**src/rtl/ahb_bus_arbiter_if.sv**
```systemverilog
// Shared-bus signal bundle between the two AHB masters and the arbiter.
// The arbiter connects through the slave modport; a master-side model uses the master modport.
interface ahb_bus_arbiter_if;
  logic        M0_REQ;
  logic        M1_REQ;
  logic        M0_LOCK;
  logic        M1_LOCK;
  logic [1:0]  M0_HTRANS;
  logic [1:0]  M1_HTRANS;
  logic [31:0] M0_HADDR;
  logic [31:0] M1_HADDR;
  logic        M0_HWRITE;
  logic        M1_HWRITE;
  logic [2:0]  M0_HSIZE;
  logic [2:0]  M1_HSIZE;
  logic [2:0]  M0_HBURST;
  logic [2:0]  M1_HBURST;
  logic [3:0]  M0_HPROT;
  logic [3:0]  M1_HPROT;
  logic [63:0] M0_HWDATA;
  logic [63:0] M1_HWDATA;

  logic        HREADY;
  logic        HRESP;

  logic        M0_GRANT;
  logic        M1_GRANT;
  logic        HMASTER;
  logic [1:0]  HTRANS;
  logic [31:0] HADDR;
  logic        HWRITE;
  logic [2:0]  HSIZE;
  logic [2:0]  HBURST;
  logic [3:0]  HPROT;
  logic        HMASTLOCK;
  logic [63:0] HWDATA;

  modport slave (
    input  M0_REQ, M1_REQ, M0_LOCK, M1_LOCK,
    input  M0_HTRANS, M1_HTRANS, M0_HADDR, M1_HADDR,
    input  M0_HWRITE, M1_HWRITE, M0_HSIZE, M1_HSIZE,
    input  M0_HBURST, M1_HBURST, M0_HPROT, M1_HPROT,
    input  M0_HWDATA, M1_HWDATA,
    input  HREADY, HRESP,
    output M0_GRANT, M1_GRANT, HMASTER,
    output HTRANS, HADDR, HWRITE, HSIZE, HBURST, HPROT, HMASTLOCK, HWDATA
  );

  modport master (
    output M0_REQ, M1_REQ, M0_LOCK, M1_LOCK,
    output M0_HTRANS, M1_HTRANS, M0_HADDR, M1_HADDR,
    output M0_HWRITE, M1_HWRITE, M0_HSIZE, M1_HSIZE,
    output M0_HBURST, M1_HBURST, M0_HPROT, M1_HPROT,
    output M0_HWDATA, M1_HWDATA,
    output HREADY, HRESP,
    input  M0_GRANT, M1_GRANT, HMASTER,
    input  HTRANS, HADDR, HWRITE, HSIZE, HBURST, HPROT, HMASTLOCK, HWDATA
  );
endinterface

```
**src/rtl/ahb_bus_arbiter.sv**
```systemverilog
// Two-master round-robin AHB arbiter for the host/DMA shared bus; grant is held
// across locked sequences and fixed-length bursts and only moves on HREADY=1 edges.
module ahb_bus_arbiter (
  input logic              HCLK,
  input logic              HRESET,
  ahb_bus_arbiter_if.slave bus
);

  typedef enum logic {
    MST0 = 1'b0,
    MST1 = 1'b1
  } master_e;

  localparam logic [1:0] HTRANS_IDLE   = 2'b00;
  localparam logic [1:0] HTRANS_NONSEQ = 2'b10;
  localparam logic [1:0] HTRANS_SEQ    = 2'b11;

  master_e    owner_q, owner_d;
  master_e    downer_q, downer_d;
  logic [4:0] beats_q, beats_d;

  logic       own_m1;
  logic       sel_lock;
  logic       other_req;
  logic [1:0] sel_htrans;
  logic [2:0] sel_hburst;
  logic [4:0] burst_len;

  // During reset master 0 owns the bus regardless of the owner register.
  assign own_m1 = HRESET & (owner_q == MST1);

  assign sel_lock   = own_m1 ? bus.M1_LOCK   : bus.M0_LOCK;
  assign sel_htrans = own_m1 ? bus.M1_HTRANS : bus.M0_HTRANS;
  assign sel_hburst = own_m1 ? bus.M1_HBURST : bus.M0_HBURST;
  assign other_req  = own_m1 ? bus.M0_REQ    : bus.M1_REQ;

  always_comb begin
    burst_len = 5'd1;
    unique case (sel_hburst)
      3'b000, 3'b001: burst_len = 5'd1;
      3'b010, 3'b011: burst_len = 5'd4;
      3'b100, 3'b101: burst_len = 5'd8;
      3'b110, 3'b111: burst_len = 5'd16;
      default:        burst_len = 5'd1;
    endcase
  end

  // NOTE: every variable written here gets a default first so a missed branch
  // holds state through the register instead of inferring a latch.
  always_comb begin
    owner_d  = owner_q;
    downer_d = downer_q;
    beats_d  = beats_q;

    if (bus.HREADY) begin
      downer_d = owner_q;

      if (bus.HRESP) begin
        beats_d = '0;
      end else if (sel_htrans == HTRANS_NONSEQ) begin
        beats_d = burst_len - 5'd1;
      end else if (sel_htrans == HTRANS_SEQ && beats_q != '0) begin
        beats_d = beats_q - 5'd1;
      end

      // Park on the current owner when the other master is silent.
      if (beats_d == '0 && !sel_lock && other_req) begin
        owner_d = (owner_q == MST0) ? MST1 : MST0;
      end
    end
  end

  // NOTE: sequential state uses non-blocking assignments so every register
  // samples the pre-edge values of its neighbours.
  always_ff @(posedge HCLK) begin
    if (!HRESET) begin
      owner_q  <= MST0;
      downer_q <= MST0;
      beats_q  <= '0;
    end else begin
      owner_q  <= owner_d;
      downer_q <= downer_d;
      beats_q  <= beats_d;
    end
  end

  assign bus.M0_GRANT  = ~own_m1;
  assign bus.M1_GRANT  = own_m1;
  assign bus.HMASTER   = own_m1;

  assign bus.HTRANS    = HRESET ? sel_htrans : HTRANS_IDLE;
  assign bus.HMASTLOCK = HRESET & sel_lock;
  assign bus.HADDR     = own_m1 ? bus.M1_HADDR  : bus.M0_HADDR;
  assign bus.HWRITE    = own_m1 ? bus.M1_HWRITE : bus.M0_HWRITE;
  assign bus.HSIZE     = own_m1 ? bus.M1_HSIZE  : bus.M0_HSIZE;
  assign bus.HBURST    = sel_hburst;
  assign bus.HPROT     = own_m1 ? bus.M1_HPROT  : bus.M0_HPROT;

  // Write data belongs to the data phase, which lags the address phase by one accept.
  assign bus.HWDATA    = (downer_q == MST1) ? bus.M1_HWDATA : bus.M0_HWDATA;

endmodule

```
**src/flat_wrapper.sv**
```systemverilog
// flat-port wrapper written by rule: the top's interface ports become plain ports
module ahb_bus_arbiter_flat 
  (HCLK, HRESET, bus_M0_REQ, bus_M1_REQ, bus_M0_LOCK, bus_M1_LOCK, bus_M0_HTRANS, bus_M1_HTRANS, bus_M0_HADDR, bus_M1_HADDR, bus_M0_HWRITE, bus_M1_HWRITE, bus_M0_HSIZE, bus_M1_HSIZE, bus_M0_HBURST, bus_M1_HBURST, bus_M0_HPROT, bus_M1_HPROT, bus_M0_HWDATA, bus_M1_HWDATA, bus_HREADY, bus_HRESP, bus_M0_GRANT, bus_M1_GRANT, bus_HMASTER, bus_HTRANS, bus_HADDR, bus_HWRITE, bus_HSIZE, bus_HBURST, bus_HPROT, bus_HMASTLOCK, bus_HWDATA);
  ahb_bus_arbiter_if bus_i ();
  input logic HCLK;
  input logic HRESET;
  input wire logic [$bits(bus_i.M0_REQ)-1:0] bus_M0_REQ;
  input wire logic [$bits(bus_i.M1_REQ)-1:0] bus_M1_REQ;
  input wire logic [$bits(bus_i.M0_LOCK)-1:0] bus_M0_LOCK;
  input wire logic [$bits(bus_i.M1_LOCK)-1:0] bus_M1_LOCK;
  input wire logic [$bits(bus_i.M0_HTRANS)-1:0] bus_M0_HTRANS;
  input wire logic [$bits(bus_i.M1_HTRANS)-1:0] bus_M1_HTRANS;
  input wire logic [$bits(bus_i.M0_HADDR)-1:0] bus_M0_HADDR;
  input wire logic [$bits(bus_i.M1_HADDR)-1:0] bus_M1_HADDR;
  input wire logic [$bits(bus_i.M0_HWRITE)-1:0] bus_M0_HWRITE;
  input wire logic [$bits(bus_i.M1_HWRITE)-1:0] bus_M1_HWRITE;
  input wire logic [$bits(bus_i.M0_HSIZE)-1:0] bus_M0_HSIZE;
  input wire logic [$bits(bus_i.M1_HSIZE)-1:0] bus_M1_HSIZE;
  input wire logic [$bits(bus_i.M0_HBURST)-1:0] bus_M0_HBURST;
  input wire logic [$bits(bus_i.M1_HBURST)-1:0] bus_M1_HBURST;
  input wire logic [$bits(bus_i.M0_HPROT)-1:0] bus_M0_HPROT;
  input wire logic [$bits(bus_i.M1_HPROT)-1:0] bus_M1_HPROT;
  input wire logic [$bits(bus_i.M0_HWDATA)-1:0] bus_M0_HWDATA;
  input wire logic [$bits(bus_i.M1_HWDATA)-1:0] bus_M1_HWDATA;
  input wire logic [$bits(bus_i.HREADY)-1:0] bus_HREADY;
  input wire logic [$bits(bus_i.HRESP)-1:0] bus_HRESP;
  output wire logic [$bits(bus_i.M0_GRANT)-1:0] bus_M0_GRANT;
  output wire logic [$bits(bus_i.M1_GRANT)-1:0] bus_M1_GRANT;
  output wire logic [$bits(bus_i.HMASTER)-1:0] bus_HMASTER;
  output wire logic [$bits(bus_i.HTRANS)-1:0] bus_HTRANS;
  output wire logic [$bits(bus_i.HADDR)-1:0] bus_HADDR;
  output wire logic [$bits(bus_i.HWRITE)-1:0] bus_HWRITE;
  output wire logic [$bits(bus_i.HSIZE)-1:0] bus_HSIZE;
  output wire logic [$bits(bus_i.HBURST)-1:0] bus_HBURST;
  output wire logic [$bits(bus_i.HPROT)-1:0] bus_HPROT;
  output wire logic [$bits(bus_i.HMASTLOCK)-1:0] bus_HMASTLOCK;
  output wire logic [$bits(bus_i.HWDATA)-1:0] bus_HWDATA;
  assign bus_i.M0_REQ = bus_M0_REQ;
  assign bus_i.M1_REQ = bus_M1_REQ;
  assign bus_i.M0_LOCK = bus_M0_LOCK;
  assign bus_i.M1_LOCK = bus_M1_LOCK;
  assign bus_i.M0_HTRANS = bus_M0_HTRANS;
  assign bus_i.M1_HTRANS = bus_M1_HTRANS;
  assign bus_i.M0_HADDR = bus_M0_HADDR;
  assign bus_i.M1_HADDR = bus_M1_HADDR;
  assign bus_i.M0_HWRITE = bus_M0_HWRITE;
  assign bus_i.M1_HWRITE = bus_M1_HWRITE;
  assign bus_i.M0_HSIZE = bus_M0_HSIZE;
  assign bus_i.M1_HSIZE = bus_M1_HSIZE;
  assign bus_i.M0_HBURST = bus_M0_HBURST;
  assign bus_i.M1_HBURST = bus_M1_HBURST;
  assign bus_i.M0_HPROT = bus_M0_HPROT;
  assign bus_i.M1_HPROT = bus_M1_HPROT;
  assign bus_i.M0_HWDATA = bus_M0_HWDATA;
  assign bus_i.M1_HWDATA = bus_M1_HWDATA;
  assign bus_i.HREADY = bus_HREADY;
  assign bus_i.HRESP = bus_HRESP;
  assign bus_M0_GRANT = bus_i.M0_GRANT;
  assign bus_M1_GRANT = bus_i.M1_GRANT;
  assign bus_HMASTER = bus_i.HMASTER;
  assign bus_HTRANS = bus_i.HTRANS;
  assign bus_HADDR = bus_i.HADDR;
  assign bus_HWRITE = bus_i.HWRITE;
  assign bus_HSIZE = bus_i.HSIZE;
  assign bus_HBURST = bus_i.HBURST;
  assign bus_HPROT = bus_i.HPROT;
  assign bus_HMASTLOCK = bus_i.HMASTLOCK;
  assign bus_HWDATA = bus_i.HWDATA;
  ahb_bus_arbiter u_core (.HCLK(HCLK), .HRESET(HRESET), .bus(bus_i));
endmodule
```
**config.mk**
```make
export PLATFORM = sky130hd
export DESIGN_NAME = ahb_bus_arbiter_flat
export DESIGN_NICKNAME = d
export VERILOG_FILES = /design/src/rtl/ahb_bus_arbiter_if.sv /design/src/rtl/ahb_bus_arbiter.sv /design/src/flat_wrapper.sv
export SDC_FILE = /design/constraint.sdc
export NUM_CORES = 1
export LEC_CHECK = 0
export BUFFER_PORTS_ARGS = -buffer_cell sky130_fd_sc_hd__buf_2
export CAP_MARGIN = 20
export CORE_AREA = 2 2 132 134
export CTS_BUF_LIST = sky130_fd_sc_hd__clkbuf_8 sky130_fd_sc_hd__clkbuf_16
export DETAILED_ROUTE_END_ITERATION = 16
export DIE_AREA = 0 0 134 136
export GPL_TIMING_DRIVEN = 0
export PLACE_DENSITY = 0.46
export SYNTH_ARGS = -nofsm -noshare
export SYNTH_HDL_FRONTEND = slang
export SYNTH_SLANG_ARGS = --single-unit
export TNS_END_PERCENT = 30
```
**constraint.sdc**
```tcl
create_clock -name HCLK -period 3.6 [get_ports HCLK]
set_input_delay 0.18 -clock HCLK [delete_from_list [all_inputs] [get_ports HCLK]]
set_output_delay 0.18 -clock HCLK [all_outputs]
set_load 0.01 [all_outputs]
```
==> results of run 1 <==
## registers in the layout (all words and copies together) (netlist names)
signal,cells
u_core.beats_q,5
u_core.downer_q,1
u_core.owner_q,1
## cell type report
class	count	area [sq um]
fill	1890	13000
timing repair buffer	337	1690
multi-input combinational	163	1600
tap	225	282
sequential	7	140
buffer	16	82.6
clock buffer	3	75.1
inverter	6	25.0
clock inverter	1	3.75
## cell usage in the layout, fill, tap and decap left out, types with 2 or more instances in the layout
cell type  count
buf_2        337
mux2_2       105
clkbuf_1      13
mux2i_1        9
dfxtp_1        7
inv_1          6
nor2b_1        6
nand2_1        6
o21ai_0        4
a21oi_1        4
nor2_1         3
clkbuf_16      3
nand2b_1       2
o21a_1         2
a311o_1        2
nor3b_1        2
## power by group
group          leakage, nW  internal [mW]  switching, mW
Clock               0.0423          0.144         0.0414
Sequential          0.0568         0.0810        0.00270
Combinational         1.93          0.225          0.164
## cell families (layout without fill, tap and decap cells)
family / count (synthesis) / after routing
flip-flops: 7 / 7
AND/OR/NAND/NOR: 28 / 28
buffers and inverters: 22 / 363
adder cells (fa/ha/maj): 1 / 1
AO/OA/AOI/OAI: 20 / 20
multiplexers: 114 / 114
## stage by stage
stage,utilization [%],setup WS (ns),cell area (sq um)
global route,23.1,1.14,3900
detailed placement,22.6,1.45,3820
floorplan,-,1.80,1850
global placement,22.6,1.46,3820
CTS,23.1,1.20,3900
finish,23.1,1.32,3900
## metal layers
| metal | wire length (um) | share of wire [%] | GRT usage (%) |
|---|---|---|---|
| met1 | 3110 | 34 | 8.34 |
| met2 | 5000 | 55 | 17.6 |
| met3 | 940 | 10 | 1.75 |
| met4 | 106 | 1.2 | 2.54 |
| met5 | 0 | 0 | 0 |
## critical path, stage by stage (launching register included)
cell      delay, ns
dfxtp_1        0.34
clkbuf_1       0.48
clkbuf_1       0.49
mux2_2         0.42
buf_2          0.14
## worst paths after layout
kind | cells past startpoint | endpoint | from
min | 4 | u_core.beats_q[1] | bus_HRESP
max | 4 | bus_HWDATA[38] | u_core.downer_q
max reg2reg | 9 | u_core.owner_q | u_core.owner_q
min reg2reg | 2 | u_core.beats_q[4] | u_core.beats_q[4]
==> results.md, run 1 <==
* Status: completed
* Fin Hold WS at just under 0.3 ns
* Initial antenna violation count at 0
* Clk buf depth at 2
* Max-slew headroom at 59.9%
* Largest net degree at the start of global routing at 11
* Clk root buf: clkbuf_16
* Register area share after synthesis at 7.58%
* Total power at around 0.66 mW
* Hold WC Path Type: input port to flop
* Nets@finish at roughly 760
* Vias/cell at 3.66
* Hold_buf cts at 0
* Setup TNS at 0 ns
* Die Ht at 136 um
* Final worst path period share at 63.4%
* Pre-antenna DRT Iters at 4
* Post-synth top cells: mux2_2 (105), clkbuf_1 (13), mux2i_1 (9)
* RSZ-0062 raised after global routing: false
* Post-synthesis cell count at approximately 190
* Area leader, netlist: mux2_2
* I/O pin cnt at 339
* Share of layout cells above drive strength 1 at a little over four fifths
* Dpl cells at between 700 and 800
* VDD IR-drop max at 0.0000994 V
* Worst Setup End Kind: output pin
* Mux share of post-synthesis cell area at roughly 69%
* Vias in the first global route at 2549
* CTS sink count at 7
* CTS tree: done
* CTS Buf Count at 3
* Synth top area share at 63.9%
* Max Freq at 438 MHz
* Core Box Area at 16900 sq um
* Synthesized flop and latch total at 7
* Synth Area in Simple Gates at ~9%
* Critical setup path kind: flop to output pin
* Drt first-iter violations at 23
* Routed via count at 2778
* XOR/XNOR share of the synthesized area at 0%
* Syn Area/Cell at 9.63 sq um
* Post-Syn Area at approximately 1800 sq um
* Top cells by area, synth: mux2_2 (64%), dfxtp_1 (7.6%), mux2i_1 (4.9%), clkbuf_1 (2.6%), nor2b_1 (2.0%)
* Syn Nets at 419
* GP Congestion at ~0.77
* Compound-gate portion of the synthesized area at 8.12%
* Antenna Cells at 0
* Area share of fa/ha/maj cells after synthesis at less than 1%
* Area growth syn-to-layout at 111%
* Die Width at 134 um
* Clock transition at path regs at 0.04 ns
* Slew @ Worst Pin at approximately 0.60 ns
* Remaining DRCs at 0
* First-pass GRT wire length at about 12 mm
* Syn. warnings at 0
* Worst setup SP type: flop
* Ys flop type: dfxtp_1
* Final cell count without fillers at 758
* ANT nets after route at 0
* Max Slew Vio Count at 0
* Clock latency on the worst-skew pair at 0.23 ns
* Pwr dens at between 150 and 200 nW/um^2
* Flop2flop setup slack at 1.55 ns
* Async SR Flop Fraction at 0%
* Routed length per placed instance at 12.1 um
* Post-CTS Setup Repair Bufs at 0
* Port Buffer Count at 337
* HPWL Detailed at 8.28 mm
* Distinct cell type count after synthesis at 36
* Post_cts resized at 0
* Final setup fails at 0
* Pleak at around 2.0 nW
* H-tree depth at 1
* Max-Cap Viols at 0
* Routed WL at 9.16 mm
* Final hold violations at 0
* Row count at 48
* Die Area at 18200 sq um
* EDFF count, synth at 0
* Initial Utilization at 11.0%
* Grt ovf at 0
* Final min period at approximately 2.3 ns
* Clock skew at between 0.0007 and 0.0008 ns
* Arrival @ worst endpoint at between 2 and 2.5 ns
* Largest family of logic cells by synthesized area: multiplexers
* Worst Path Required at 3.42 ns
* GRT Util Overall at 8.49%
* Count leader, synth: mux2_2
* Crit-path max FO at 10
Note: power is estimated with default switching activity, not from simulation.
==> run 2, diff against run 1 <==
==> constraint.sdc (replaced) <==
create_clock -name HCLK -period 2.3 [get_ports HCLK]
set_input_delay 0.115 -clock HCLK [delete_from_list [all_inputs] [get_ports HCLK]]
set_output_delay 0.115 -clock HCLK [all_outputs]
set_load 0.01 [all_outputs]
==> results.md, run 2 (synthesis gave the netlist of run 1 again) <==
* CTS sink count at 7 (unchanged)
* Antenna Cells at 0 (unchanged)
* Routed WL at 9.12 mm (-0.43%)
* Pleak at 2.03 nW (about the same)
* Highest Signal Layer: met4
* Largest register by flop count: u_core.beats_q
* Arrival @ worst endpoint at 2.05 ns (-0.05 ns)
* Initial Utilization at 11.0% (unchanged)
* Routed length per placed instance at 12.0 um (-0.29%)
* Core Box Area at 16900 sq um (unchanged)
* Worst setup SP type: flop
* Final min period at 2.16 ns
* Commonest cells after routing, fill and taps aside: buf_2 (337), mux2_2 (105), clkbuf_1 (12), mux2i_1 (9), dfxtp_1 (7)
* Max-slew headroom at 64.0% (+4.1 points)
* Post_cts resized at 0 (unchanged)
* Largest register FFs at 5 (unchanged)
* First-pass GRT wire length at 12.2 mm (-0.29%)
* Die Area at 18200 sq um (unchanged)
* Hold_buf cts at 0 (unchanged)
* CP peak stage delay at 0.42 ns (-0.07 ns)
* Max Freq at 463 MHz
* Initial antenna violation count at 0 (unchanged)
* Port Buffer Count at 337 (unchanged)
* Slowest stage cell, crit path: clkbuf_1
* FF+latch area at 140 sq um (unchanged)
* HPWL Detailed at 8.28 mm (unchanged)
* Clock transition at path regs at 0.04 ns (about the same)
* ANT nets after route at 0 (unchanged)
* Vias in the first global route at 2545 (-0.16%)
* Final setup fails at 0 (unchanged)
* Remaining DRCs at 0 (unchanged)
* Die Ht at 136 um (unchanged)
* CTS tree: done
* Worst Setup End Kind: output pin
* Max-Cap Viols at 0 (unchanged)
* Total power at 1.03 mW (+56%)
* Critical setup path kind: flop to output pin
* Hold WC Path Type: input port to flop
* Wl on met1 at 3.11 mm (about the same)
* GRT Util Overall at 8.45% (-0.039 points)
* I/O pin cnt at 339 (unchanged)
* GP Congestion at 0.767 (unchanged)
* RSZ-0062 raised after global routing: false
* Row count at 48 (unchanged)
* Worst Path Required at 2.18 ns (-1.24 ns)
* Most common cell after layout, fill and taps aside: buf_2
* Post-CTS Setup Repair Bufs at 0 (unchanged)
* Final Instance Area at 3890 sq um (about the same)
* Pre-antenna DRT Iters at 4 (unchanged)
* Metal3 WL at 941 um (+0.11%)
* VDD IR-drop max at 0.000156 V (+57%)
* Status: completed
* Filler cells at 1892 (+0.11%)
* Drt first-iter violations at 23 (unchanged)
* Nets@finish at 760 (-0.13%)
* Slew @ Worst Pin at 0.539 ns (-0.0615 ns)
* Final worst path period share at 94.0%
* Area of the multi-input gates at 1600 sq um (unchanged)
* Clock latency on the worst-skew pair at 0.23 ns (about the same)
* Metal2 WL at 4.96 mm (-0.80%)
* Clk root buf: clkbuf_16
* Clk buf depth at 2 (unchanged)
* R2r worst-path depth at 9 (unchanged)
* Share of layout cells above drive strength 1 at 85.0% (+0.16 points)
* Hold Path Depth at 4 (unchanged)
* Critical-path cell list: buf_6 > and2_4 > buf_8 > inv_4 > clkbuf_1 > mux2_2 > buf_2
* Crit-path max FO at 10 (unchanged)
* CTS Buf Count at 3 (unchanged)
* Clock skew at 0.00109 ns (+0.000373 ns)
* Area growth syn-to-layout at 110% (about the same)
* Pwr dens at 265 nW/um^2 (+57%)
* Setup TNS at 0 ns (unchanged)
* Post-detailed-placement cell area at 3820 sq um (unchanged)
* H-tree depth at 1 (unchanged)
* Largest net degree at the start of global routing at 12 (+1)
* Routed via count at 2778 (unchanged)
* Biggest regs: u_core.beats_q: 5 flops, u_core.downer_q: 1 flops, u_core.owner_q: 1 flops
* Max Slew Vio Count at 0 (unchanged)
* Grt ovf at 0 (unchanged)
* Vias/cell at 3.67 (+0.13%)
* Die Width at 134 um (unchanged)
* Final hold violations at 0 (unchanged)
==> run 2: power by group <==
part           switching [mW]  total [mW]  internal, mW
logic                   0.256       0.608         0.352
registers             0.00572       0.132         0.127
clock network          0.0651       0.291         0.226
==> run 2: through the flow <==
| stage | setup slack, ns | instances | util, % | hold slack, ns |
|---|---|---|---|---|
| global route | 0.0243 | 757 | 23.1 | 0.257 |
| global placement | 0.223 | 754 | 22.6 | 0.442 |
| detailed placement | 0.219 | 754 | 22.6 | 0.439 |
| CTS | 0.100 | 757 | 23.1 | 0.223 |
| finish | 0.138 | 757 | 23.1 | 0.226 |
| floorplan | 0.501 | 192 | - | 0.301 |
==> run 2: metal layers <==
layer,track usage (%),vias up
met5,0,-
met4,2.54,0
met3,1.75,7
met2,17.4,183
met1,8.34,1186
li1,-,1402
==> run 2: critical path: cells and delay by family, from the launching register on <==
kind | cells | cell delay, ns
flip-flops | 1 | 0.29
buffers and inverters | 5 | 0.94
multiplexers | 1 | 0.41
AND/OR/NAND/NOR | 1 | 0.14
==> run 2: final cells by class <==
type,instances,area share (%)
repair buffers,337,43.3
multi-input cells,163,41.1
well taps,225,7.23
flip-flops and latches,7,3.60
plain buffers,15,2.03
clock buffers,3,1.93
inverters,6,0.643
clock inverters,1,0.0964
==> run 2: worst paths after layout <==
kind	start	endpoint	slack (ns)
worst min register to register	u_core.beats_q[4]	u_core.beats_q[4]	0.45
worst max register to register	u_core.owner_q	u_core.owner_q	0.26
worst max-delay path	u_core.owner_q	bus_HADDR[2]	0.14
worst min-delay path	bus_HRESP	u_core.beats_q[1]	0.23
==> run 3, diff against run 2 <==
--- a/config.mk
+++ b/config.mk
@@ -12,7 +12,8 @@
 export DETAILED_ROUTE_END_ITERATION = 16
 export DIE_AREA = 0 0 134 136
 export GPL_TIMING_DRIVEN = 0
-export PLACE_DENSITY = 0.46
+export PLACE_DENSITY = 0.4
+export SKIP_CTS_REPAIR_TIMING = 1
 export SYNTH_ARGS = -nofsm -noshare
 export SYNTH_HDL_FRONTEND = slang
 export SYNTH_SLANG_ARGS = --single-unit
==> results.md, run 3 (synthesis gave the netlist of run 1 again) <==
* Die Area at 18200 sq um (unchanged)
* Area growth syn-to-layout at 111%
* Biggest regs: u_core.beats_q: 5 flops, u_core.downer_q: 1 flops, u_core.owner_q: 1 flops
* Hold Path Sink: u_core.beats_q[1]
* HPWL Detailed at 10.9 mm (+31%)
* Final min period at 2.20 ns (+0.0337 ns)
* R2r worst-path depth at 9 (unchanged)
* FF+latch area at 140 sq um (unchanged)
* Final setup fails at 0 (unchanged)
* Largest register FFs at 5 (unchanged)
* Most common cell after layout, fill and taps aside: buf_2
* Clock skew at 0.00553 ns (+0.00444 ns)
* Max-Cap Viols at 0 (unchanged)
* CP Buf/Inv Count at 5 (unchanged)
* Largest net degree at the start of global routing at 11 (-1)
* First-pass GRT wire length at 15.9 mm (+31%)
* Pwr dens at 270 nW/um^2 (+2.1%)
* Reg2Reg Capture Point: u_core.owner_q
* ANT nets after route at 0 (unchanged)
* Kind of cell with the highest combined delay on the critical path: buffers and inverters
* Min-Delay Startpoint: bus_HRESP
* Core Util, Final at 23.1% (+0.052 points)
* Share of layout cells above drive strength 1 at 85.2% (+0.19 points)
* Hold Path Depth at 4 (unchanged)
* Max Freq at 456 MHz (-1.5%)
* Fin Hold WS at 0.246 ns (+0.0196 ns)
* Flop2flop setup slack at 0.24 ns (-0.02 ns)
* Row count at 48 (unchanged)
* Worst setup SP type: flop
* Setup TNS at 0 ns (unchanged)
* Clk root buf: clkbuf_16
* VDD IR-drop max at 0.000199 V (+28%)
* Worst Path Required at 2.18 ns (about the same)
* Largest register by flop count: u_core.beats_q
* Clock transition at path regs at 0.04 ns (about the same)
* Pre-antenna DRT Iters at 4 (unchanged)
* Initial Utilization at 11.0% (unchanged)
* Port Buffer Count at 337 (unchanged)
* Slowest stage cell, crit path: clkbuf_1
* Setup crit start: u_core.owner_q
* Critical Path Stages at 7 (unchanged)
* I/O pin cnt at 339 (unchanged)
* Routed length per placed instance at 15.5 um (+29%)
* Filler cells at 1856 (-1.9%)
* Nets@finish at 760 (unchanged)
* Critical setup path kind: flop to output pin
* Routed WL at 11.8 mm (+29%)
* Max-slew headroom at 64.1% (+0.11 points)
* Critical-path cell list: buf_6 > and2_4 > buf_8 > inv_4 > clkbuf_1 > mux2_2 > buf_2
* Status: completed
* CTS tree: done
* Final worst path period share at 95.4% (+1.5 points)
* Arrival @ worst endpoint at 2.08 ns (+0.03 ns)
* Drt first-iter violations at 50 (+120%)
* Die Width at 134 um (unchanged)
* H-tree depth at 1 (unchanged)
* RSZ-0062 raised after global routing: false
* Area of the multi-input gates at 1600 sq um (unchanged)
* CTS sink count at 7 (unchanged)
* Worst r2r src: u_core.owner_q
* Die Ht at 136 um (unchanged)
* Commonest cells after routing, fill and taps aside: buf_2 (337), mux2_2 (105), clkbuf_1 (11), mux2i_1 (9), dfxtp_1 (7)
* Worst Setup End Kind: output pin
* Final hold violations at 0 (unchanged)
* Initial antenna violation count at 5 (+5)
* Hold WC Path Type: input port to flop
* Grt ovf at 0 (unchanged)
* GP Congestion at 0.736 (-4.1%)
* Slew @ Worst Pin at 0.538 ns (-0.00161 ns)
* GRT Util Overall at 11.5% (+3.0 points)
* Remaining DRCs at 0 (unchanged)
* Clk buf depth at 2 (unchanged)
* Vias/cell at 3.83 (+4.3%)
* Max Slew Vio Count at 0 (unchanged)
* CTS Buf Count at 3 (unchanged)
* Routed via count at 2909 (+4.7%)
* Crit-path max FO at 10 (unchanged)
* Clock latency on the worst-skew pair at 0.23 ns (about the same)
* Core Box Area at 16900 sq um (unchanged)
* CP peak stage delay at 0.45 ns (+0.03 ns)
* Pleak at 2.04 nW (+0.12%)
* Vias in the first global route at 2997 (+18%)
[run 3: changes by cell type in the layout (fill, tap and decap cells not counted)]
cell | before | now
diode_2 | 0 | 3
clkbuf_1 | 12 | 11
clkbuf_2 | 0 | 1
[run 3: layout make-up]
class                      count  area share [%]
buffer                        15            2.05
clock inverter                 1          0.0962
antenna                        3           0.192
inverter                       6           0.641
timing repair buffer         337            43.2
multi-input combinational    163            41.1
tap                          225            7.22
clock buffer                   3            1.92
sequential                     7            3.59
[run 3: per-layer routing]
layer / track usage, % / vias up / wire, um
met5: 0 / - / 11
met4: 2.96 / 2 / 258
met3: 2.98 / 14 / 1090
met2: 24.8 / 209 / 6600
met1: 10.3 / 1279 / 3830
li1: - / 1405 / -
[run 3: worst register-to-register path: stages, from the launching register on]
cell and delay, ns:
dfxtp_1 0.30, buf_6 0.13, and2_4 0.14, buf_8 0.14, inv_4 0.13, mux2i_1 0.33
a21oi_1 0.15, and4_1 0.23, and4bb_1 0.27, mux2i_1 0.17
[run 3: metrics by stage]
step / std cells / setup slack [ns] / total power, mW / instance area, sq um
final: 760 / 0.105 / 1.06 / 3900
after global placement: 754 / 0.219 / 0.759 / 3820
after global routing: 760 / 0.0292 / 1.12 / 3900
after detailed placement: 754 / 0.193 / 0.762 / 3820
after floorplan: 192 / 0.501 / 0.416 / 1850
after CTS: 758 / -0.0473 / 1.06 / 3900
[run 3: how the worst max path moves through the flow]
stage / endpoint / slack (ns)
after detailed placement: bus_HWDATA[28] / 0.19
after CTS: bus_HWDATA[55] / -0.05
after floorplan: u_core.owner_q / 0.50
final: bus_HADDR[6] / 0.10
after global placement: bus_HWDATA[55] / 0.22
after global routing: bus_HADDR[6] / 0.03
[run 3: power by group]
group          internal [mW]  switching (mW)  total [mW]
combinational          0.353           0.270       0.623
clock                  0.227          0.0726       0.299
sequential             0.127         0.00610       0.133
total                  0.707           0.348        1.06
